[src/rtl/srb_sched_pkg.sv]
// Shared constants and FSM state type for the SRB update scheduler.
package srb_sched_pkg;

  localparam int SRB_WIDTH     = 16;
  localparam int SRB_FRAME_LEN = 17;

  typedef enum logic [1:0] {
    IDLE,
    MERGE,
    COMMIT,
    SHIFT
  } sched_state_t;

endpackage

[src/rtl/srb_rr_arbiter.sv]
// Round-robin arbiter: one-hot grant to the first requester at or after ptr,
// and the pointer value that makes the grantee lowest priority next time.
module srb_rr_arbiter #(
  parameter int NREQ = 4,
  parameter int PW   = $clog2(NREQ)
) (
  input  logic [NREQ-1:0] req,
  input  logic [PW-1:0]   ptr,
  output logic [NREQ-1:0] gnt,
  output logic [PW-1:0]   next_ptr
);

  logic [PW-1:0] idx;

  // Scan from farthest to nearest so the requester closest to ptr wins.
  always_comb begin
    gnt      = '0;
    next_ptr = ptr;
    idx      = ptr;
    for (int k = NREQ - 1; k >= 0; k--) begin
      idx = PW'((int'(ptr) + k) % NREQ);
      if (req[idx]) begin
        gnt      = '0;
        gnt[idx] = 1'b1;
        next_ptr = (int'(idx) == NREQ - 1) ? '0 : idx + 1'b1;
      end
    end
  end

endmodule

[src/rtl/srb_update_sched.sv]
// Merges masked requester updates into a shadow word and commits it to the SRB
// serializer only on frame boundaries. Optional conflict tracking: SRB_SCHED_CONFLICT_EN.
module srb_update_sched
  import srb_sched_pkg::*;
#(
  parameter int                   NREQ       = 4,
  parameter logic [SRB_WIDTH-1:0] RESET_WORD = 16'h0000
) (
  input  logic                      CLK_IN,
  input  logic                      RST_N,
  input  logic                      FRAME_TICK,
  input  logic [NREQ-1:0]           REQ,
  input  logic [SRB_WIDTH*NREQ-1:0] WMASK,
  input  logic [SRB_WIDTH*NREQ-1:0] WDATA,
  output logic [NREQ-1:0]           GNT,
  output logic [NREQ-1:0]           DONE,
  output logic [SRB_WIDTH-1:0]      SR_WORD,
  output logic                      PENDING,
  output logic [15:0]               FRAME_CNT,
  output logic [NREQ-1:0]           CONFLICT
);

  localparam int PW = $clog2(NREQ);

  sched_state_t         state;
  logic [PW-1:0]        rr_ptr;
  logic [PW-1:0]        rr_next;
  logic [NREQ-1:0]      arb_req;
  logic [NREQ-1:0]      arb_gnt;
  logic [NREQ-1:0]      merged;
  logic [NREQ-1:0]      inflight;
  logic [SRB_WIDTH-1:0] shadow;
  logic [SRB_WIDTH-1:0] grant_mask;
  logic [SRB_WIDTH-1:0] grant_data;
  logic                 grant_any;
  logic                 commit;
  logic                 done_fire;

  // A requester still showing GNT is excluded so a registered requester that
  // drops REQ one edge late is not granted twice for the same update.
  assign arb_req = REQ & ~GNT;

  srb_rr_arbiter #(
    .NREQ(NREQ),
    .PW  (PW)
  ) u_arb (
    .req     (arb_req),
    .ptr     (rr_ptr),
    .gnt     (arb_gnt),
    .next_ptr(rr_next)
  );

  always_comb begin
    grant_mask = '0;
    grant_data = '0;
    for (int i = 0; i < NREQ; i++) begin
      if (arb_gnt[i]) begin
        grant_mask = WMASK[i*SRB_WIDTH +: SRB_WIDTH];
        grant_data = WDATA[i*SRB_WIDTH +: SRB_WIDTH];
      end
    end
  end

  assign grant_any = |arb_gnt;
  assign commit    = FRAME_TICK && (|merged);
  assign done_fire = FRAME_TICK && (state == COMMIT || state == SHIFT);

  // A grant on the commit edge lands in the new merged set; the commit
  // itself sees the pre-grant shadow through non-blocking semantics.
  always_ff @(posedge CLK_IN or negedge RST_N) begin
    if (!RST_N) begin
      state     <= IDLE;
      rr_ptr    <= '0;
      shadow    <= RESET_WORD;
      SR_WORD   <= RESET_WORD;
      merged    <= '0;
      inflight  <= '0;
      GNT       <= '0;
      DONE      <= '0;
      PENDING   <= 1'b0;
      FRAME_CNT <= '0;
    end else begin
      GNT     <= arb_gnt;
      DONE    <= '0;
      merged  <= (commit ? '0 : merged) | arb_gnt;
      PENDING <= (commit ? 1'b0 : PENDING) | grant_any;
      if (grant_any) begin
        shadow <= (shadow & ~grant_mask) | (grant_data & grant_mask);
        rr_ptr <= rr_next;
      end
      if (done_fire) begin
        DONE     <= inflight;
        inflight <= '0;
      end
      if (commit) begin
        SR_WORD   <= shadow;
        inflight  <= merged;
        FRAME_CNT <= FRAME_CNT + 16'd1;
      end
      case (state)
        IDLE:   if (grant_any) state <= MERGE;
        MERGE:  if (FRAME_TICK) state <= COMMIT;
        COMMIT, SHIFT: begin
          if (FRAME_TICK && !commit) state <= grant_any ? MERGE : IDLE;
          else                       state <= SHIFT;
        end
        default: state <= IDLE;
      endcase
    end
  end

`ifdef SRB_SCHED_CONFLICT_EN
  logic [SRB_WIDTH-1:0] wr_seen;
  logic [SRB_WIDTH-1:0] wr_val;
  logic [PW-1:0]        wr_owner [SRB_WIDTH];
  logic [PW-1:0]        gnt_idx;
  logic [NREQ-1:0]      conflict_q;
  logic                 clash;

  // Writer history belongs to the merged frame, so a grant on a commit edge
  // is compared against an empty history.
  always_comb begin
    gnt_idx = '0;
    for (int i = 0; i < NREQ; i++) begin
      if (arb_gnt[i]) gnt_idx = PW'(i);
    end
    clash = 1'b0;
    for (int b = 0; b < SRB_WIDTH; b++) begin
      if (!commit && grant_mask[b] && wr_seen[b] && wr_owner[b] != gnt_idx &&
          wr_val[b] != grant_data[b]) clash = 1'b1;
    end
  end

  always_ff @(posedge CLK_IN or negedge RST_N) begin
    if (!RST_N) begin
      wr_seen    <= '0;
      wr_val     <= '0;
      conflict_q <= '0;
      for (int b = 0; b < SRB_WIDTH; b++) wr_owner[b] <= '0;
    end else begin
      if (grant_any && clash) conflict_q[gnt_idx] <= 1'b1;
      for (int b = 0; b < SRB_WIDTH; b++) begin
        if (grant_mask[b]) begin
          wr_seen[b]  <= 1'b1;
          wr_val[b]   <= grant_data[b];
          wr_owner[b] <= gnt_idx;
        end else if (commit) begin
          wr_seen[b] <= 1'b0;
        end
      end
    end
  end

  assign CONFLICT = conflict_q;
`else
  assign CONFLICT = '0;
`endif

endmodule

[config.mk]
export PLATFORM = sky130hd
export DESIGN_NAME = srb_update_sched
export DESIGN_NICKNAME = d
export VERILOG_FILES = /design/src/rtl/srb_sched_pkg.sv /design/src/rtl/srb_rr_arbiter.sv /design/src/rtl/srb_update_sched.sv
export SDC_FILE = /design/constraint.sdc
export NUM_CORES = 1
export LEC_CHECK = 0
export BUFFER_PORTS_ARGS = -buffer_cell sky130_fd_sc_hd__buf_4
export CAP_MARGIN = 20
export CELL_PAD_IN_SITES_DETAIL_PLACEMENT = 1
export CELL_PAD_IN_SITES_GLOBAL_PLACEMENT = 2
export CORE_MARGIN = 1
export CORE_UTILIZATION = 31
export DETAILED_ROUTE_END_ITERATION = 10
export GPL_ROUTABILITY_DRIVEN = 0
export GPL_TIMING_DRIVEN = 1
export MAX_ROUTING_LAYER = met4
export PLACE_DENSITY = 0.85
export RECOVER_POWER = 50
export SLEW_MARGIN = 20
export SYNTH_ARGS = -nofsm -noshare
export SYNTH_HDL_FRONTEND = slang
export SYNTH_SLANG_ARGS = --single-unit
[constraint.sdc]
create_clock -name CLK_IN -period 6.8 [get_ports CLK_IN]
set_input_delay 1.36 -clock CLK_IN [delete_from_list [all_inputs] [get_ports CLK_IN]]
set_output_delay 1.36 -clock CLK_IN [all_outputs]
set_load 0.005 [all_outputs]
Yosys cells after proc, flatten, opt, wreduce, memory -nomap -nowiden
Cells that the tools add are included.
W data, S select, Z words.

storage, ports and cells
  bits in registers = 69
  latch bits = 0
  bits in writable memories = 0
  ROM bits = 0
  bits of input ports = 135
  output and inout port bits = 45
  word-level logic and storage cells = 106
  memories = 0

cells by class
  add/sub/neg operators = 8
  multiply operators = 0
  div/mod/pow operators = 0
  order comparisons = 8
  equality and inequality tests = 9
  shifts and indexed selects = 0
  muxes and demuxes = 46
  bitwise gates (word level) = 8
  reduce and logical (&&, ||, !) cells = 17

operators by type and width
  kind                     number
  $mux W16                 8
  $and A16 B16 Y16         2
  $mux W4                  8
  $mux W2                  11
  $add A16 B1 Y16 const B  1
  $not A16 Y16             1
  $or A16 B16 Y16          1
  $lt A2 B3 Y1 const B     4
  $add A2 B1 Y2 const B    5
  $eq A2 B1 Y1 const B     5
  $mux W1                  10
  $bmux W1 S2              4
  $demux W1 S2             4
  $ge A2 B1 Y1 const B     4
  $reduce_or A4 Y1         2
  $logic_and A1 B1 Y1      7
  $pmux W2 S3              1
  $add A2 B2 Y2 const B    2
  $and A4 B4 Y4            1
  $eq A2 B2 Y1 const B     2
  $ne A2 B2 Y1 const B     2
  $not A4 Y4               1
  $or A4 B4 Y4             1
  $reduce_and A2 Y1        2
  other kinds (7)          7

Logic depth before layout (Yosys ltp)
  depth in word-level cells = 16
  mapped depth = 13
  gate-level depth less buffers = 10

Modules after synthesis
Synthesis repeated with hierarchy kept, for this count alone.

unflattened totals
  cells, all modules = 435
  area, all modules = 4399.2 µm²

by module, submodules not included
  module            times used  cells an instance  area each (µm²)  sequential area each (µm²)
  srb_update_sched  1           369                3866.2           1726.7
  srb_rr_arbiter    1           66                 533.0            0.0

Worst setup path before layout
Ideal clock, no wire load.

  kind = input-to-reg
  from = input REQ[3]
  to = register (tool-made name)
  setup time = 0.078 ns
  arrival = 3.483 ns
  data required time = 6.722 ns
  path slack = 3.239 ns
  stages on the path = 10
  path buffers = 2
  path through = nand2b_4 -> mux4_2 -> buf_6 -> a2111oi_4 -> o21ai_2 -> o211a_2 -> buf_6 -> a221o_1 -> o221ai_1 -> o2bb2ai_1

RTL lines
  element             RTL line                text
  start: declaration  srb_update_sched.sv:12  input logic [NREQ-1:0] REQ,

Worst setup path after layout
  from = register rr_ptr[0]
  to = register state[0]

on the way
  word-level cells in the longest chain between the ends = 13
  elaborated cells on any way between the ends = 41

RTL lines
  element                                                                    RTL line                 text
  start: declaration                                                         srb_update_sched.sv:26   logic [PW-1:0] rr_ptr;
  start signal: assignment                                                   srb_update_sched.sv:89   rr_ptr <= rr_next;
  $add A2 B2 Y2                                                              srb_rr_arbiter.sv:21     idx = PW'((int'(ptr) + k) % NREQ);
  $lt A2 B3 Y1 (not written as such) / $ge A2 B1 Y1 (equally long branches)  srb_rr_arbiter.sv:24     gnt[idx] = 1'b1;
  $logic_and A1 B1 Y1 (not written as such)                                  srb_rr_arbiter.sv:24
  $mux W1 (not written as such)                                              srb_rr_arbiter.sv:24
  $demux W1 S2                                                               -
  $mux W4 (3 in a row)                                                       srb_rr_arbiter.sv:22     if (req[idx]) begin
  $mux W4 *                                                                  srb_rr_arbiter.sv:22
  $reduce_or A4 Y1 *                                                         srb_update_sched.sv:64   assign grant_any = |arb_gnt;
  $mux W1                                                                    srb_update_sched.sv:104  if (FRAME_TICK && !commit) state <= grant_any ? MERGE : IDLE;
  $mux W2                                                                    srb_update_sched.sv:104
  $pmux W2 S3                                                                srb_update_sched.sv:100  case (state)
  end signal: assignment                                                     srb_update_sched.sv:104
  end: declaration                                                           srb_update_sched.sv:25   sched_state_t state;

Mark *: on every way between the ends. The rest lies on a longest branch, timed or not. The select of a mux whose other input is x is not followed.
A chain may end at the register's enable or synchronous reset.

==> results list <==
* Syn. warnings: 0
- Post-route cell area: 6000 sq um
* Number of buffers added on ports: 175
- Summing the sequential cell areas from Yosys gives 40.3% of the chip area.
* Delay of the slowest cell on the worst path: 0.80 ns
- Most frequent standard cell in the layout excluding fill and tap cells: buf_4
- Site row count: 42
- Worst Path Required: 6.99 ns
- Worst Tran Pin Value: 3.86 ns
- Area Overhead vs Synth: 40.0%
- Most frequent cells in the layout: buf_4 (174), dfrtp_1 (69), o21ai_0 (29), nand3_1 (24), o21a_1 (19)
- Final Net Count: 727
- Total vias in the final route: 4186
* Antenna Cells: 0
* IO Pins: 180
- Core utilization of the finished layout: 44.9%
- Data arrives at the worst endpoint at 4.97 ns.
* Setup slack at placement: 1.70 ns
* Overall fraction of global-route tracks in use: 21.9%
- Cell Chain, Critical Path: inv_1 -> ha_1 -> mux4_2 -> nor2_1 -> a22oi_2 -> nand2_1 -> nand4b_1 -> nor3_1 -> a21oi_1
- Based on the critical path, the design can be clocked at up to 0.209 GHz.
- The post-route netlist has 37.5% of its cells at a drive strength greater than 1.
- TritonCTS built the clock tree.
- Fin worst setup slack: 2.02 ns
- Including well taps, the total number of placed cells is 748.
- Yosys mapped a number of flops with a built-in enable equal to 0.
- Global-route wire length before repair: 23800 um
* Via count of the first global-routing pass: 4484
- Final period utilization: 70.3%
* Mean number of vias per cell: 5.49
- Area of the die: 14300 sq um
* Worst clock skew: 0.0114 ns
* Accumulated negative setup slack: 0 ns
- The die is 120 um tall.
- Die Width: 120 um
- The final reports fail on max-capacitance violations, max-slew violations.
- Count of nets left with antenna violations after detail routing: 0
- Setup violations remaining at the end of the flow were counted as 0.
- Clock-pin slew of the registers on the worst-case setup and hold paths: 0.06 ns
- Clock latency on the worst-skew pair: 0.33 ns
- After synthesis the netlist holds a flip-flop and latch count of 69.
- Critical-path cell with the highest stage delay: nand2_1
- The worst pin sits at a relative slew slack of -157%.
- Total leakage power: 2.68 nW
- The most used flip-flop cell after synthesis is dfrtp_1.
- Wire length per cell: 19.7 um
- Placed wire-length estimate after detailed placement: 10800 um
* Pwr Total: 3.52 mW
* Kind of start point of the critical path: register
* Area of the core: 13300 sq um
- Fin cells: 763
- Minimum period implied by the final worst setup slack: 4.78 ns
- CTS Hold Bufs: 0
* Number of distinct library cells after synthesis: 57
* Kind of path behind the tightest hold check: register to register
- VDD IR-drop max: 280 uV
* Clock Root Buffer: clkbuf_16
* Cts repair resizes: 0
- Starting density of the core: 32.1%
- TritonRoute pass-1 iters: 4
- Setup repair after global routing missed its margin: false
- Number of sinks on the clock net: 69
- The worst setup path is captured at a register.
- Remaining DRCs: 0
- Number of antenna violations at the first check in global routing: 0
- Aggregate global routing overflow: 0
* Setup fix buffers added after clock tree synthesis: 0
- The number of hold violations in the final report was 0.
- Total routed wirelength: 15100 um
* Post-synthesis average cell area: 10.1 sq um
- Reg2Reg Setup Slack: 2.02 ns
- Counting the buffers created by CTS gives 9.
- Once placement finished, the instance area stood at 5680 sq um.
- In this run the power density over the cells is 587 nW/um^2.
- The number of pins exceeding their max-slew limit in the final report was 70.
- Maximum capacitance violations: 1
- No sink is reached through more buffers than the 2 on the longest clock path.
- The critical path is of the register to register type.
* Share of async-settable or async-resettable flops after synthesis: 100%
* Top fanout value on the critical path: 20
- Result of the run: complete, but fails checks
- In this run the cell area of the synthesized design comes to 4280 sq um.
- Count of routing violations after the opening detailed-route iteration: 204
- Largest net degree at the start of global routing: 70
- Final hold analysis gives a worst-case slack of 0.471 ns.
- Synth Instances: 425
- The H-tree generated during clock tree synthesis spans 3 levels.
## cell usage after synthesis (3+ instances only)
library cell,count,share of area [%]
dfrtp_1,69,40
o21ai_0,29,3.4
nand3_1,24,2.8
o21a_1,19,3.3
mux2_2,18,4.7
clkbuf_1,17,1.5
or3_1,17,2.5
a21boi_0,16,2.8
a221o_1,16,3.7
a221oi_1,16,3.3
o21ai_1,16,1.9
o221ai_1,16,3.3
o2bb2ai_1,16,3.3
nand2_1,15,1.3
nor2_1,14,1.2
inv_1,11,0.96
xnor2_1,10,2.0
ha_1,9,2.6
buf_2,7,0.82
a31oi_1,5,0.73
and3_1,5,0.73
xor2_1,5,1.0
buf_4,4,0.70
nand2b_1,4,0.58
buf_6,3,0.79
nand4_1,3,0.44
## per-layer routing
layer	vias up	part of all wire (%)	global-route usage, %
li1	1956	-	-
met1	2089	43	26.4
met2	127	51	37.1
met3	14	5.2	5.09
met4	0	1.2	5.39
met5	-	0	-
## worst paths after layout
check                            start  cells after the start            end
max in group asynchronous        RST_N                      1        PENDING
setup / recovery             rr_ptr[0]                      9       state[0]
setup reg to reg             rr_ptr[0]                      9       state[0]
hold / removal             inflight[0]                      2    inflight[0]
hold reg to reg            inflight[0]                      2    inflight[0]
min in group asynchronous        RST_N                      1  FRAME_CNT[13]
## kinds of logic (layout without fill, tap and decap cells)
kind of cell    Yosys count  in the layout  synth area share, %
compound gates          167            167                 29.8
xor+xnor                 15             15                 3.07
fa+ha+maj                 9              9                 2.63
buf+inv                  46            205                 5.17
flops                    69             69                 40.3
mux                      22             22                 6.28
other cells               1              4               0.0875
simple gates             96             96                 12.6
## power by group
part / leakage [nW] / switching (mW) / internal (mW)
clock network: 0.151 / 0.184 / 0.330
registers: 0.875 / 0.125 / 0.584
logic: 1.66 / 1.32 / 0.980
total: 2.68 / 1.63 / 1.89
## worst max-delay path, delay by kind of cell, from the launching register on
| family | cells | cell delay (ns) |
|---|---|---|
| and+or+nand+nor | 4 | 1.79 |
| AOI/OAI and AO/OA | 2 | 0.82 |
| buffers and inverters | 1 | 0.31 |
| muxes | 1 | 0.38 |
| adders and majority gates | 1 | 0.57 |
| DFF | 1 | 0.75 |
## layout make-up
cell class / instances / area [sq um]
sequential: 69 / 1730
tap: 176 / 220
clock buffer: 10 / 239
multi-input combinational: 313 / 2360
clock inverter: 5 / 83.8
fill: 1544 / 7350
timing repair buffer: 177 / 1320
inverter: 13 / 48.8
(Power assumes the default switching activity.)
